--- src/rtl/td4_pkg.sv ---
// rtl/td4_pkg.sv - opcodes and FSM state type shared by the td4 core files
package td4_pkg;

    localparam logic [3:0] OP_ADD_A  = 4'b0000;
    localparam logic [3:0] OP_MOV_AB = 4'b0001;
    localparam logic [3:0] OP_IN_A   = 4'b0010;
    localparam logic [3:0] OP_MOV_AI = 4'b0011;
    localparam logic [3:0] OP_MOV_BA = 4'b0100;
    localparam logic [3:0] OP_ADD_B  = 4'b0101;
    localparam logic [3:0] OP_IN_B   = 4'b0110;
    localparam logic [3:0] OP_MOV_BI = 4'b0111;
    localparam logic [3:0] OP_SUB_A  = 4'b1000;
    localparam logic [3:0] OP_OUT_B  = 4'b1001;
    localparam logic [3:0] OP_ADD_AB = 4'b1010;
    localparam logic [3:0] OP_OUT_I  = 4'b1011;
    localparam logic [3:0] OP_OUT_A  = 4'b1100;
    localparam logic [3:0] OP_HALT   = 4'b1101;
    localparam logic [3:0] OP_JNC    = 4'b1110;
    localparam logic [3:0] OP_JMP    = 4'b1111;

    typedef enum logic [1:0] {
        ST_FETCH = 2'd0,
        ST_EXEC  = 2'd1,
        ST_HALT  = 2'd2
    } state_e;

endpackage

--- src/rtl/td4_alu.sv ---
// rtl/td4_alu.sv - combinational add/subtract; carry is carry-out on add, borrow on subtract
module td4_alu #(
    parameter int DATA_W = 4
) (
    input  logic [DATA_W-1:0] operand_a,
    input  logic [DATA_W-1:0] operand_b,
    input  logic              sub,
    output logic [DATA_W-1:0] result,
    output logic              carry
);

    logic [DATA_W:0] wide;

    // One extra bit: its top bit is the carry-out, or the borrow when a < b
    always_comb begin
        if (sub) begin
            wide = {1'b0, operand_a} - {1'b0, operand_b};
        end else begin
            wide = {1'b0, operand_a} + {1'b0, operand_b};
        end
    end

    assign result = wide[DATA_W-1:0];
    assign carry  = wide[DATA_W];

endmodule

--- src/rtl/td4_core_gen.sv ---
// rtl/td4_core_gen.sv - parametrised TD4 core with fetch handshake and HALT
// Optional opcodes SUB A,Im / ADD A,B / OUT A are enabled by TD4_EXT_OPS_EN.
module td4_core_gen
    import td4_pkg::*;
#(
    parameter int DATA_W = 4,
    parameter int PC_W   = 4
) (
    input  logic              clk,
    input  logic              rst_n,
    input  logic              ena,
    output logic              fetch_req,
    output logic [PC_W-1:0]   pc_o,
    input  logic              instr_valid,
    input  logic [3:0]        opcode,
    input  logic [DATA_W-1:0] immediate,
    input  logic [DATA_W-1:0] in_port,
    output logic [DATA_W-1:0] out_port,
    output logic [DATA_W-1:0] reg_a_o,
    output logic [DATA_W-1:0] reg_b_o,
    output logic              carry_o,
    output logic              halted_o
);

    state_e            state_q, state_d;
    logic [PC_W-1:0]   pc_q, pc_d;
    logic [DATA_W-1:0] a_q, a_d;
    logic [DATA_W-1:0] b_q, b_d;
    logic [DATA_W-1:0] out_q, out_d;
    logic              carry_q, carry_d;
    logic [3:0]        ir_op_q, ir_op_d;
    logic [DATA_W-1:0] ir_imm_q, ir_imm_d;

    logic [DATA_W-1:0] alu_a, alu_b, alu_res;
    logic              alu_sub, alu_carry;

    td4_alu #(.DATA_W(DATA_W)) u_alu (
        .operand_a (alu_a),
        .operand_b (alu_b),
        .sub       (alu_sub),
        .result    (alu_res),
        .carry     (alu_carry)
    );

    always_comb begin
        state_d  = state_q;
        pc_d     = pc_q;
        a_d      = a_q;
        b_d      = b_q;
        out_d    = out_q;
        carry_d  = carry_q;
        ir_op_d  = ir_op_q;
        ir_imm_d = ir_imm_q;
        alu_a    = '0;
        alu_b    = '0;
        alu_sub  = 1'b0;

        case (state_q)
            ST_FETCH: begin
                if (ena && instr_valid) begin
                    ir_op_d  = opcode;
                    ir_imm_d = immediate;
                    state_d  = ST_EXEC;
                end
            end
            ST_EXEC: begin
                if (ena) begin
                    pc_d    = pc_q + PC_W'(1);
                    carry_d = 1'b0;
                    state_d = ST_FETCH;
                    case (ir_op_q)
                        OP_ADD_A: begin
                            alu_a   = a_q;
                            alu_b   = ir_imm_q;
                            a_d     = alu_res;
                            carry_d = alu_carry;
                        end
                        OP_ADD_B: begin
                            alu_a   = b_q;
                            alu_b   = ir_imm_q;
                            b_d     = alu_res;
                            carry_d = alu_carry;
                        end
                        OP_MOV_AB: a_d   = b_q;
                        OP_MOV_BA: b_d   = a_q;
                        OP_MOV_AI: a_d   = ir_imm_q;
                        OP_MOV_BI: b_d   = ir_imm_q;
                        OP_IN_A:   a_d   = in_port;
                        OP_IN_B:   b_d   = in_port;
                        OP_OUT_B:  out_d = b_q;
                        OP_OUT_I:  out_d = ir_imm_q;
                        OP_JNC: begin
                            // Tests the carry left by the previous instruction
                            if (!carry_q) pc_d = ir_imm_q[PC_W-1:0];
                        end
                        OP_JMP:    pc_d  = ir_imm_q[PC_W-1:0];
                        OP_HALT: begin
                            pc_d    = pc_q;
                            state_d = ST_HALT;
                        end
`ifdef TD4_EXT_OPS_EN
                        OP_SUB_A: begin
                            alu_a   = a_q;
                            alu_b   = ir_imm_q;
                            alu_sub = 1'b1;
                            a_d     = alu_res;
                            carry_d = alu_carry;
                        end
                        OP_ADD_AB: begin
                            alu_a   = a_q;
                            alu_b   = b_q;
                            a_d     = alu_res;
                            carry_d = alu_carry;
                        end
                        OP_OUT_A:  out_d = a_q;
`endif
                        default: ;
                    endcase
                end
            end
            ST_HALT: ;
            default: state_d = ST_FETCH;
        endcase
    end

    always_ff @(posedge clk or negedge rst_n) begin
        if (!rst_n) begin
            state_q  <= ST_FETCH;
            pc_q     <= '0;
            a_q      <= '0;
            b_q      <= '0;
            out_q    <= '0;
            carry_q  <= 1'b0;
            ir_op_q  <= '0;
            ir_imm_q <= '0;
        end else begin
            state_q  <= state_d;
            pc_q     <= pc_d;
            a_q      <= a_d;
            b_q      <= b_d;
            out_q    <= out_d;
            carry_q  <= carry_d;
            ir_op_q  <= ir_op_d;
            ir_imm_q <= ir_imm_d;
        end
    end

    assign fetch_req = (state_q == ST_FETCH);
    assign halted_o  = (state_q == ST_HALT);
    assign pc_o      = pc_q;
    assign reg_a_o   = a_q;
    assign reg_b_o   = b_q;
    assign carry_o   = carry_q;
    assign out_port  = out_q;

endmodule

--- config.mk ---
export PLATFORM = sky130hd
export DESIGN_NAME = td4_core_gen
export DESIGN_NICKNAME = d
export VERILOG_FILES = /design/src/rtl/td4_pkg.sv /design/src/rtl/td4_alu.sv /design/src/rtl/td4_core_gen.sv
export SDC_FILE = /design/constraint.sdc
export NUM_CORES = 1
export LEC_CHECK = 0
export ABC_AREA = 0
export CORE_MARGIN = 3
export CORE_UTILIZATION = 55
export DETAILED_ROUTE_END_ITERATION = 6
export MAX_ROUTING_LAYER = met4
export PLACE_DENSITY_LB_ADDON = 0.25
export SYNTH_ARGS = -nofsm -noshare
export SYNTH_HDL_FRONTEND = slang
export SYNTH_SLANG_ARGS = --single-unit
--- constraint.sdc ---
create_clock -name clk -period 6.4 [get_ports clk]
set_input_delay 1.28 -clock clk [delete_from_list [all_inputs] [get_ports clk]]
set_output_delay 1.28 -clock clk [all_outputs]
set_load 0.1 [all_outputs]
### Word-level counts from Yosys, hierarchy flattened

Cells that the tools add are included.

* $add $sub $neg: 2
* equality and inequality tests: 16
* multiplexer cells: 16
* bitwise logic cells: 2
* reduce and logical (&&, ||, !) cells: 14

Operator list (count)
* $pmux W4 S4: 2
* $mux W4: 6
* $eq A4 B4 Y1 const B: 5
* $eq A4 B3 Y1 const B: 4
* $pmux W4 S2: 2
* $reduce_and A3 Y1: 5
* $pmux W4 S3: 1
* $eq A4 B2 Y1 const B: 2
* $reduce_bool A4 Y1: 2
* $mux W2: 3
* $pmux W2 S3: 1
* $add A4 B4 Y5: 1
* $add A4 B1 Y4 const B: 1
* $eq A4 B1 Y1 const B: 1
* $logic_not A4 Y1: 1
* $reduce_and A2 Y1: 2
* $eq A2 B1 Y1 const B: 1
* $eq A2 B2 Y1 const B: 1
* $logic_not A2 Y1: 1
* $ne A2 B1 Y1 const B: 1
* $ne A2 B2 Y1 const B: 1
* $not A1 Y1: 2
* $reduce_bool A2 Y1: 1
* $reduce_or A2 Y1: 1
* other kinds (2): 2

* register bits: 27
* input port bits: 16
* output and inout port bits: 19

### Logic depth before layout (Yosys ltp)

Gate-level depths: netlist of run 1.

* depth after elaboration: 7
* mapped depth: 11
* mapped depth without buffers: 10

### Hierarchy

Synthesis of run 1 repeated with hierarchy kept, for this count alone.

* cell total of the unflattened synthesis: 163
* area total of the unflattened synthesis: 1730.4 um^2

By module, submodules not included
* td4_core_gen: instances 1, cells an instance 136, area an instance 1521.5 um^2, seq. area each 675.6 um^2
* td4_alu: instances 1, cells an instance 27, area an instance 209.0 um^2, seq. area each 0.0 um^2

### Worst setup path before layout of run 1

Ideal clock, no wire load.

* path kind: in2reg
* start: input ena
* end: register b_q[1] (netlist: reg_b_o[1])
* library setup time: 0.126 ns
* arrival time: 3.333 ns
* required time: 6.274 ns
* setup slack: 2.942 ns
* stages: 8
* buffers on the path: 1
* path through: nand3b_1 buf_4 nor4_2 and2_1 ha_1 fa_1 mux4_1 mux2_4

* word-level cells in the longest chain between the ends: 4
* elaborated cells on any way between the ends: 7
* classes of those cells: 1 x add/sub; 5 x mux; 1 x reduce/logical

RTL lines
* from (decl): RTL line td4_core_gen.sv:11 `input logic ena,`
* $mux W4: RTL line td4_core_gen.sv:67 `if (ena) begin`
* $mux W4: RTL line td4_core_gen.sv:58 `case (state_q)`
* $add A4 B4 Y5: RTL line td4_alu.sv:19 `wide = {1'b0, operand_a} + {1'b0, operand_b};`
* $pmux W4 S4: RTL line td4_core_gen.sv:71 `case (ir_op_q)`
* to (signal assigned): RTL line td4_core_gen.sv:131 `b_q <= '0;`
* to (signal assigned): RTL line td4_core_gen.sv:140 `b_q <= b_d;`
* to (decl): RTL line td4_core_gen.sv:28 `logic [DATA_W-1:0] b_q, b_d;`

Several ways; a longest one is shown, not always the timed one.
A chain may end at the register's enable or synchronous reset.

### Worst setup path in the final report of run 1

Ends and elaborated chain as after synthesis.

==> flow_summary.json, run 1 <==
{
  "status": "finished clean",
  "finalCritPeriodShare": 0.641,
  "grt_overflow": 0,
  "drive_above_1_share": 0.158,
  "num_io_pins": 35,
  "fin_ws_ns": 2.30,
  "clockBufferDepth": 2,
  "numPortBuffers": 34,
  "grt_pass1_vias": 1337,
  "hold_viol_final": 0,
  "grt_max_degree": 28,
  "dpl.cell_count": 210,
  "cap_violations": 0,
  "antenna_found_initial": 0,
  "fp.dieH_um": 61.7,
  "setup.worst_path.start": "ena",
  "clk_latency_ns": 0.33,
  "avgSynthCellArea_um2": 11.3,
  "cp_slowest_cell": "nor4_2",
  "areaGrowthSynthToFinish_pct": 21.2,
  "synth_seq_area_share": 0.395,
  "reg2reg_slack_ns": 2.92,
  "setup.worst_path.start_class": "input pin",
  "clockRootBuffer": "clkbuf_4",
  "htree_levels": 1,
  "place_area_um2": 2040,
  "cts.sinks": 27,
  "synthArstFlopShare": 1.00,
  "critPathArrivalTime_ns": 4.33,
  "synth-edff-count": 0,
  "crit_path_end": "reg_b_o[1]",
  "crit_chain": "clkdlybuf4s50_1 -> nand3b_1 -> nor4_2 -> and2_1 -> ha_1 -> fa_1 -> mux4_1 -> mux2_4",
  "min_period_ns": 4.10,
  "nFillCells": 217,
  "fmax_mhz": 244,
  "p_per_area_nw_per_um2": 510,
  "regArea_um2": 676,
  "via_per_inst": 6.29,
  "netlist_area_um2": 1710,
  "crit_type": "input pin to flop",
  "ant_nets": 0,
  "synth_nets": 173,
  "slowest_delay_ns": 0.54,
  "antenna_cells": 0,
  "drv_slew": 0,
  "holdWs_ns": 0.511,
  "r2r_end": "reg_b_o[2]",
  "r2r_start": "ir_op_q[1]",
  "tns_ns": 0,
  "initial_core_util": 0.599,
  "core_area_um2": 2850,
  "cts_tree": "done",
  "ys.flop_type": "dfrtp_1",
  "critPathRequiredTime_ns": 6.63,
  "wl_um": 3870,
  "cts.clk_slew.worst_paths_ns": 0.16,
  "rsz0062_at_grt": "false",
  "drt_iter0_markers": 62,
  "cellLeakagePower_nw": 0.870,
  "grt_pass1_wl_um": 6290,
  "fin_nets": 206,
  "vias": 1347,
  "die_w_um": 61.7,
  "yosys_warnings": 0,
  "post-place-ws_ns": 1.94,
  "end_kind": "flop",
  "post_drt_wl_per_cell_um": 18.1,
  "ys_ff_latch": 27,
  "row_count": 19,
  "worstRegToRegCells": 9,
  "grtUsageTotal": 0.235,
  "gp_congestion": 0.893,
  "fin_skew_ns": 0.00710,
  "tightestPinTransition_ns": 0.973,
  "crit_fanout": 11,
  "min_path_type": "flop to flop",
  "slew_headroom": 0.349,
  "syn-instance-count": 151,
  "dp_hpwl_um": 2900,
  "setup_violations": 0,
  "hp-start": "state_q[1]",
  "postCtsSetupBuffers": 0,
  "cts_resized": 0,
  "synth_cell_types": 45,
  "vdd_drop_max_uv": 320,
  "drc": 0,
  "cts_hold_buf": 0,
  "dieArea_um2": 3810,
  "dr.pass1.iters": 4,
  "multi_input_area_um2": 956,
  "fin_cells": 214,
  "fin_area_um2": 2070,
  "numCtsBuffers": 3
}
## per-layer routing
metal  vias to the layer above  track usage  share of wire
met5                         -            -              0
li1                        632            -              -
met4                         0       0.0606         0.0070
met1                       671        0.304           0.43
met3                         4       0.0289          0.047
met2                        40        0.390           0.52
## per-stage QoR
stage,power [mW],util
finish,1.06,0.726
floorplan,0.830,-
CTS,1.06,0.726
detailed placement,0.984,0.715
global route,1.11,0.726
global placement,0.965,0.715
## cells in the mapped netlist, types with 2 or more instances
| cell type | n | share of area |
|---|---|---|
| o211ai_1 | 5 | 0.022 |
| nor2b_1 | 2 | 0.0073 |
| mux2_4 | 3 | 0.026 |
| mux4_1 | 2 | 0.031 |
| buf_2 | 2 | 0.0059 |
| buf_4 | 3 | 0.013 |
| o21ai_0 | 7 | 0.020 |
| nor2_1 | 11 | 0.024 |
| ha_1 | 5 | 0.037 |
| and2_1 | 4 | 0.015 |
| buf_6 | 2 | 0.013 |
| xor2_1 | 2 | 0.010 |
| dfrtp_1 | 27 | 0.40 |
| inv_1 | 5 | 0.011 |
| nand3_1 | 4 | 0.012 |
| mux2i_1 | 7 | 0.041 |
| mux2_2 | 11 | 0.072 |
| nand2_1 | 6 | 0.013 |
| o21bai_1 | 2 | 0.0088 |
| a21oi_1 | 7 | 0.020 |
| nand2b_1 | 4 | 0.015 |
| a22oi_1 | 6 | 0.026 |
| nor4_2 | 2 | 0.015 |
## critical path: cells and delay by family
kind	cells	cell delay, ns
muxes	2	0.79
buffers and inverters	1	0.49
adders and majority gates	2	0.61
and+or+nand+nor	3	1.16
## state kept, by name (all words and copies together), names as in the netlist
name and cells:
ir_imm_q 4, ir_op_q 4, out_port 4, pc_o 4, reg_a_o 4, reg_b_o 4, state_q 2, carry_o 1
## area by class of cell
class                      count  area share
sequential                    27       0.326
multi-input combinational    111       0.462
clock buffer                   3      0.0109
timing repair buffer          35       0.168
tap                           31      0.0187
clock inverter                 1     0.00363
inverter                       6      0.0109
## report_power, final
part | total [mW] | switching, mW | internal, mW | leakage (nW)
Combinational | 0.659 | 0.470 | 0.189 | 0.527
Sequential | 0.321 | 0.0896 | 0.231 | 0.329
Clock | 0.0768 | 0.0529 | 0.0239 | 0.0139
Total | 1.06 | 0.613 | 0.444 | 0.870
## cells in the final DEF, fill, tap and decap left out, types with 2 or more instances in the layout
cell	instances
mux2i_1	7
clkdlybuf4s50_1	34
clkbuf_4	3
nor2_1	11
nand2b_1	4
o211ai_1	5
inv_1	5
nor4_2	2
mux2_2	11
dfrtp_1	27
o21ai_0	7
and2_1	4
o21bai_1	2
a22oi_1	6
nand3_1	4
mux2_4	3
ha_1	5
xor2_1	2
nor2b_1	2
a21oi_1	7
mux4_1	2
nand2_1	6
## cell families (layout without fill, tap and decap cells)
logic type      count (synthesis)  in the layout  synth area share
buf+inv                        13             45            0.0454
fa+ha+maj                       6              6            0.0483
simple gates                   44             44             0.165
compound gates                 35             35             0.152
flops                          27             27             0.395
mux                            24             24             0.184
xor+xnor                        2              2            0.0103
## worst min path at each step
| stage | slack, ns | to | cells past startpoint |
|---|---|---|---|
| 3_5_place_dp | 0.50 | state_q[0] | 1 |
| 2_1_floorplan | 0.47 | state_q[0] | 1 |
| 5_1_grt | 0.55 | state_q[0] | 1 |
| 3_3_place_gp | 0.48 | state_q[0] | 1 |
| 6_report | 0.51 | state_q[0] | 1 |
| 4_1_cts | 0.52 | state_q[0] | 1 |
Power figures use the tool's default switching activity.
==> run 2: changes to the inputs <==
--- a/config.mk
+++ b/config.mk
@@ -7,7 +7,7 @@
 export LEC_CHECK = 0
 export ABC_AREA = 0
 export CORE_MARGIN = 3
-export CORE_UTILIZATION = 55
+export CORE_UTILIZATION = 51
 export DETAILED_ROUTE_END_ITERATION = 6
 export MAX_ROUTING_LAYER = met4
 export PLACE_DENSITY_LB_ADDON = 0.25
==> constraint.sdc (replaced) <==
create_clock -name clk -period 3.9 [get_ports clk]
set_input_delay 0.78 -clock clk [delete_from_list [all_inputs] [get_ports clk]]
set_output_delay 0.78 -clock clk [all_outputs]
set_load 0.1 [all_outputs]
==> run 2 against run 1 <==
  * Power rose by 65%
  * Critical path depth did not move
  * Worst setup slack worse by 1.7 ns
  * Flip-flop and latch count stayed put
  * Sequential power rose by 59%
  * Wire length rose by 2.4%
  * Critical path type is now flop to flop
  * Largest cell class unchanged
  * Largest power group unchanged
==> flow_summary.json, run 2 (synthesis gave the netlist of run 1 again) <==
{
  "drive_above_1_share": 0.162,
  "via_per_inst": 5.85,
  "status": "finished clean",
  "numCtsBuffers": 3,
  "cts_hold_buf": 0,
  "post-place-ws_ns": 0.372,
  "cap_violations": 0,
  "post_drt_wl_per_cell_um": 17.3,
  "finalCritPeriodShare": 0.837,
  "critPathRequiredTime_ns": 4.13,
  "htree_levels": 1,
  "grt_pass1_wl_um": 6940,
  "drt_iter0_markers": 66,
  "cellLeakagePower_nw": 0.880,
  "holdWs_ns": 0.538,
  "dp_hpwl_um": 2920,
  "fp.dieH_um": 63.9,
  "dieArea_um2": 4080,
  "cts.clk_slew.worst_paths_ns": 0.15,
  "hold_viol_final": 0,
  "core_area_um2": 3130,
  "final_cell_mix": "clkdlybuf4s50_1 (34), dfrtp_1 (27), nor2_1 (11), mux2_2 (11)",
  "rsz0062_at_grt": "false",
  "postCtsSetupBuffers": 0,
  "wl_um": 3960,
  "combPwrFrac": 0.635,
  "antenna_found_initial": 0,
  "num_io_pins": 35,
  "antenna_cells": 0,
  "tns_ns": 0,
  "initial_core_util": 0.546,
  "final_common_cell": "clkdlybuf4s50_1",
  "cts.sinks": 27,
  "grtUsageTotal": 0.219,
  "slew_headroom": 0.348,
  "vias": 1340,
  "p_sw_frac": 0.579,
  "p_per_area_nw_per_um2": 830,
  "crit_type": "flop to flop",
  "fin_skew_ns": 0.00167,
  "cts_tree": "done",
  "power.net_switching_mw": 1.01,
  "min_period_ns": 3.27,
  "gp_congestion": 0.851,
  "clockBufferDepth": 2,
  "die_w_um": 63.9,
  "numPortBuffers": 34,
  "end_kind": "flop",
  "ant_nets": 0,
  "tightestPinTransition_ns": 0.974,
  "crit_fanout": 12,
  "fin_ws_ns": 0.634,
  "setup_violations": 0,
  "clockRootBuffer": "clkbuf_4",
  "grt_max_degree": 28,
  "p_clk_frac": 0.072,
  "critPathArrivalTime_ns": 3.49,
  "seqPwrFrac": 0.293,
  "vdd_drop_max_uv": 455,
  "p_int_mw": 0.734,
  "cts_resized": 0,
  "grt_pass1_vias": 1468,
  "grt_overflow": 0,
  "areaGrowthSynthToFinish_pct": 22.8,
  "dr.pass1.iters": 4,
  "min_path_type": "flop to flop",
  "fmax_mhz": 306,
  "row_count": 20,
  "fin_nets": 208,
  "drc": 0,
  "setup.worst_path.start_class": "flop",
  "clk_latency_ns": 0.32,
  "drv_slew": 0
}
[run 2: metal layers]
metal	part of all wire	vias to the layer above	track usage
met5	0	-	-
met2	0.51	35	0.366
met4	0.018	0	0.0755
met3	0.040	8	0.0281
met1	0.43	664	0.272
li1	-	633	-
[run 2: through the flow]
step | total power, mW | instance area, µm² | std cells | utilization
after floorplan | 1.36 | 1710 | 151 | -
after global placement | 1.59 | 2070 | 225 | 0.662
after detailed placement | 1.62 | 2070 | 225 | 0.662
after CTS | 1.75 | 2100 | 229 | 0.671
after global routing | 1.83 | 2100 | 229 | 0.671
final | 1.74 | 2100 | 229 | 0.671
[run 2: worst max-delay path, stage by stage (launching register included)]
cell and delay, ns:
dfrtp_1 0.64, nor2b_1 0.53, and3b_1 0.34, a22oi_1 0.12
nor2_1 0.13, ha_1 0.19, fa_1 0.44, mux4_1 0.51
mux2_4 0.27
[run 2: final cells by class]
type,instances,area (µm²)
fillers,254,1030
multi-input cells,111,956
flip-flops and latches,27,676
repair buffers,37,363
well taps,44,55.1
clock buffers,4,26.3
inverters,6,22.5
[run 2: final timing paths]
path	cells after the start	slack, ns	startpoint	end
max in group asynchronous	2	2.83	rst_n	reg_b_o[0]
min in group asynchronous	2	0.80	rst_n	reg_a_o[2]
worst min register to register	1	0.54	state_q[1]	state_q[0]
worst max-delay path	8	0.63	ir_op_q[0]	reg_b_o[1]
worst min-delay path	1	0.54	state_q[1]	state_q[0]
worst max register to register	8	0.63	ir_op_q[0]	reg_b_o[1]
[run 2: power groups by stage]
stage               logic [mW]  clock network (mW)  registers, mW
finish                    1.11               0.125          0.511
detailed placement        1.11                   0          0.514
floorplan                0.330                   0           1.03
CTS                       1.11               0.128          0.510
global placement          1.09                   0          0.504
global route              1.16               0.143          0.531
==> run 3: changes to the inputs <==
--- a/config.mk
+++ b/config.mk
@@ -7,7 +7,7 @@
 export LEC_CHECK = 0
 export ABC_AREA = 0
 export CORE_MARGIN = 3
-export CORE_UTILIZATION = 51
+export CORE_UTILIZATION = 46
 export DETAILED_ROUTE_END_ITERATION = 6
 export MAX_ROUTING_LAYER = met4
 export PLACE_DENSITY_LB_ADDON = 0.25
==> constraint.sdc (replaced) <==
create_clock -name clk -period 2.65 [get_ports clk]
set_input_delay 0.53 -clock clk [delete_from_list [all_inputs] [get_ports clk]]
set_output_delay 0.53 -clock clk [all_outputs]
set_load 0.1 [all_outputs]
==> run 3 against run 2 <==
  * The run now ends with negative setup slack left
  * Die area rose by 9.8%
  * Hold slack got worse by 0.065 ns
  * Global-route usage rose by 1.3 points
  * Maximum frequency rose by 23%
  * Cell count rose by 11%
  * Utilization rose by 1.5 points
  * Flip-flop and latch count did not move
  * Combinational power rose by 59%
  * Critical endpoint unchanged
==> flow_summary.json, run 3 (synthesis gave the netlist of run 1 again) <==
{
  "final_cell_mix": "buf_4 (42), dfrtp_1 (23), clkdlybuf4s50_1 (14)",
  "wl_um": 4580,
  "numPortBuffers": 34,
  "rsz0062_at_grt": "true",
  "initial_core_util": 0.493,
  "gp_congestion": 0.871,
  "antenna_cells": 0,
  "dr.pass1.iters": 4,
  "core_area_um2": 3470,
  "p_per_area_nw_per_um2": 1160,
  "critPathRequiredTime_ns": 2.83,
  "fin_nets": 232,
  "crit_fanout": 4,
  "status": "finished, violations left",
  "nFillCells": 259,
  "min_path_type": "flop to flop",
  "cts.sinks": 27,
  "cts_tree": "done",
  "fin_cells": 255,
  "fp.dieH_um": 67.0,
  "final_common_cell": "buf_4",
  "dieArea_um2": 4480,
  "drv_slew": 0,
  "fin_ws_ns": -0.0157,
  "critPathArrivalTime_ns": 2.85,
  "fin_skew_ns": 0.00600,
  "setup.worst_path.start_class": "flop",
  "via_per_inst": 5.76,
  "dpl.cell_count": 243,
  "violations": "negative setup slack",
  "crit_type": "flop to flop",
  "htree_levels": 1,
  "power.total_mw": 2.77,
  "ant_nets": 0,
  "drc": 0,
  "numCtsBuffers": 3,
  "setup_violations": 1,
  "cap_violations": 0,
  "fmax_mhz": 375,
  "slew_headroom": 0.699,
  "cellLeakagePower_nw": 1.04,
  "antenna_found_initial": 0,
  "clockRootBuffer": "clkbuf_8",
  "vdd_drop_max_uv": 831,
  "grt_overflow": 0,
  "tightestPinTransition_ns": 0.450,
  "post-place-ws_ns": -0.502,
  "cts_hold_buf": 0,
  "num_io_pins": 35,
  "drive_above_1_share": 0.440,
  "grt_pass1_wl_um": 7430,
  "drt_iter0_markers": 136,
  "post_drt_wl_per_cell_um": 18.0,
  "cts.clk_slew.worst_paths_ns": 0.10,
  "grt_pass1_vias": 1542,
  "grtUsageTotal": 0.232,
  "grt_max_degree": 28,
  "finalCritPeriodShare": 1.01,
  "hold_viol_final": 0,
  "areaGrowthSynthToFinish_pct": 39.1,
  "clk_latency_ns": 0.29,
  "vias": 1470,
  "row_count": 21,
  "clockBufferDepth": 2,
  "min_period_ns": 2.67,
  "dp_hpwl_um": 3250,
  "die_w_um": 67.0,
  "end_kind": "flop"
}
-- run 3: cell types whose count changed in the layout (fill, tap and decap cells not counted), moves of 3 or more --
cell | before | now
and2_1 | 4 | 1
and2_4 | 0 | 3
buf_4 | 3 | 42
clkbuf_4 | 3 | 0
clkbuf_8 | 0 | 3
clkdlybuf4s50_1 | 34 | 14
dfrtp_1 | 27 | 23
dfrtp_2 | 0 | 4
-- run 3: routing by layer --
layer	up-vias	routed length (µm)	global-route usage
li1	680	-	-
met1	708	1900	0.276
met2	64	2240	0.387
met3	18	272	0.0438
met4	0	170	0.0911
met5	-	0	-
-- run 3: through the flow --
step / TNS (ns) / hold slack, ns / cell area [µm²] / util
3_5_place_dp: -2.12 / 0.497 / 2180 / 0.628
5_1_grt: -0.221 / 0.505 / 2380 / 0.685
2_1_floorplan: -0.0150 / 0.234 / 1730 / -
4_1_cts: -0.112 / 0.525 / 2280 / 0.659
3_3_place_gp: -1.46 / 0.480 / 2180 / 0.628
6_report: -0.0157 / 0.473 / 2380 / 0.685
-- run 3: what timing repair did --
action	CTS	global route
endpoints found under the setup margin	2	6
pin swaps	8	10
buffers inserted	5	4
gates resized for setup	6	16
-- run 3: area by class of cell --
cell class / instances / area, µm² / share of cell area
Tap cell: 46 / 57.6 / 0.0242
Clock inverter: 1 / 7.51 / 0.00316
Multi-Input combinational cell: 111 / 1040 / 0.438
Timing Repair Buffer: 61 / 527 / 0.222
Sequential cell: 27 / 681 / 0.286
Inverter: 6 / 22.5 / 0.00947
Clock buffer: 3 / 41.3 / 0.0174
-- run 3: path summary, 6_finish.rpt --
check,start,to,slack (ns),cells past startpoint
worst max register to register,state_q[1],reg_b_o[1],-0.02,7
max in group asynchronous,rst_n,ir_op_q[1],1.76,2
worst min-delay path,state_q[1],state_q[0],0.47,1
worst max-delay path,state_q[1],reg_b_o[1],-0.02,7
worst min register to register,state_q[1],state_q[0],0.47,1
min in group asynchronous,rst_n,pc_o[2],0.60,2
-- run 3: worst max-delay path: stages, from the launching register on --
cell and delay, ns:
dfrtp_2 0.44, nand3b_1 0.24, nor4_4 0.35, buf_4 0.19, and2_4 0.16, fa_2 0.45
mux4_2 0.47, mux2_4 0.28
-- run 3: power breakdown --
group | switching [mW] | total (mW) | leakage, nW | internal (mW)
registers | 0.181 | 0.746 | 0.324 | 0.564
logic | 1.25 | 1.77 | 0.693 | 0.521
clock network | 0.145 | 0.252 | 0.0217 | 0.107
total | 1.57 | 2.77 | 1.04 | 1.19
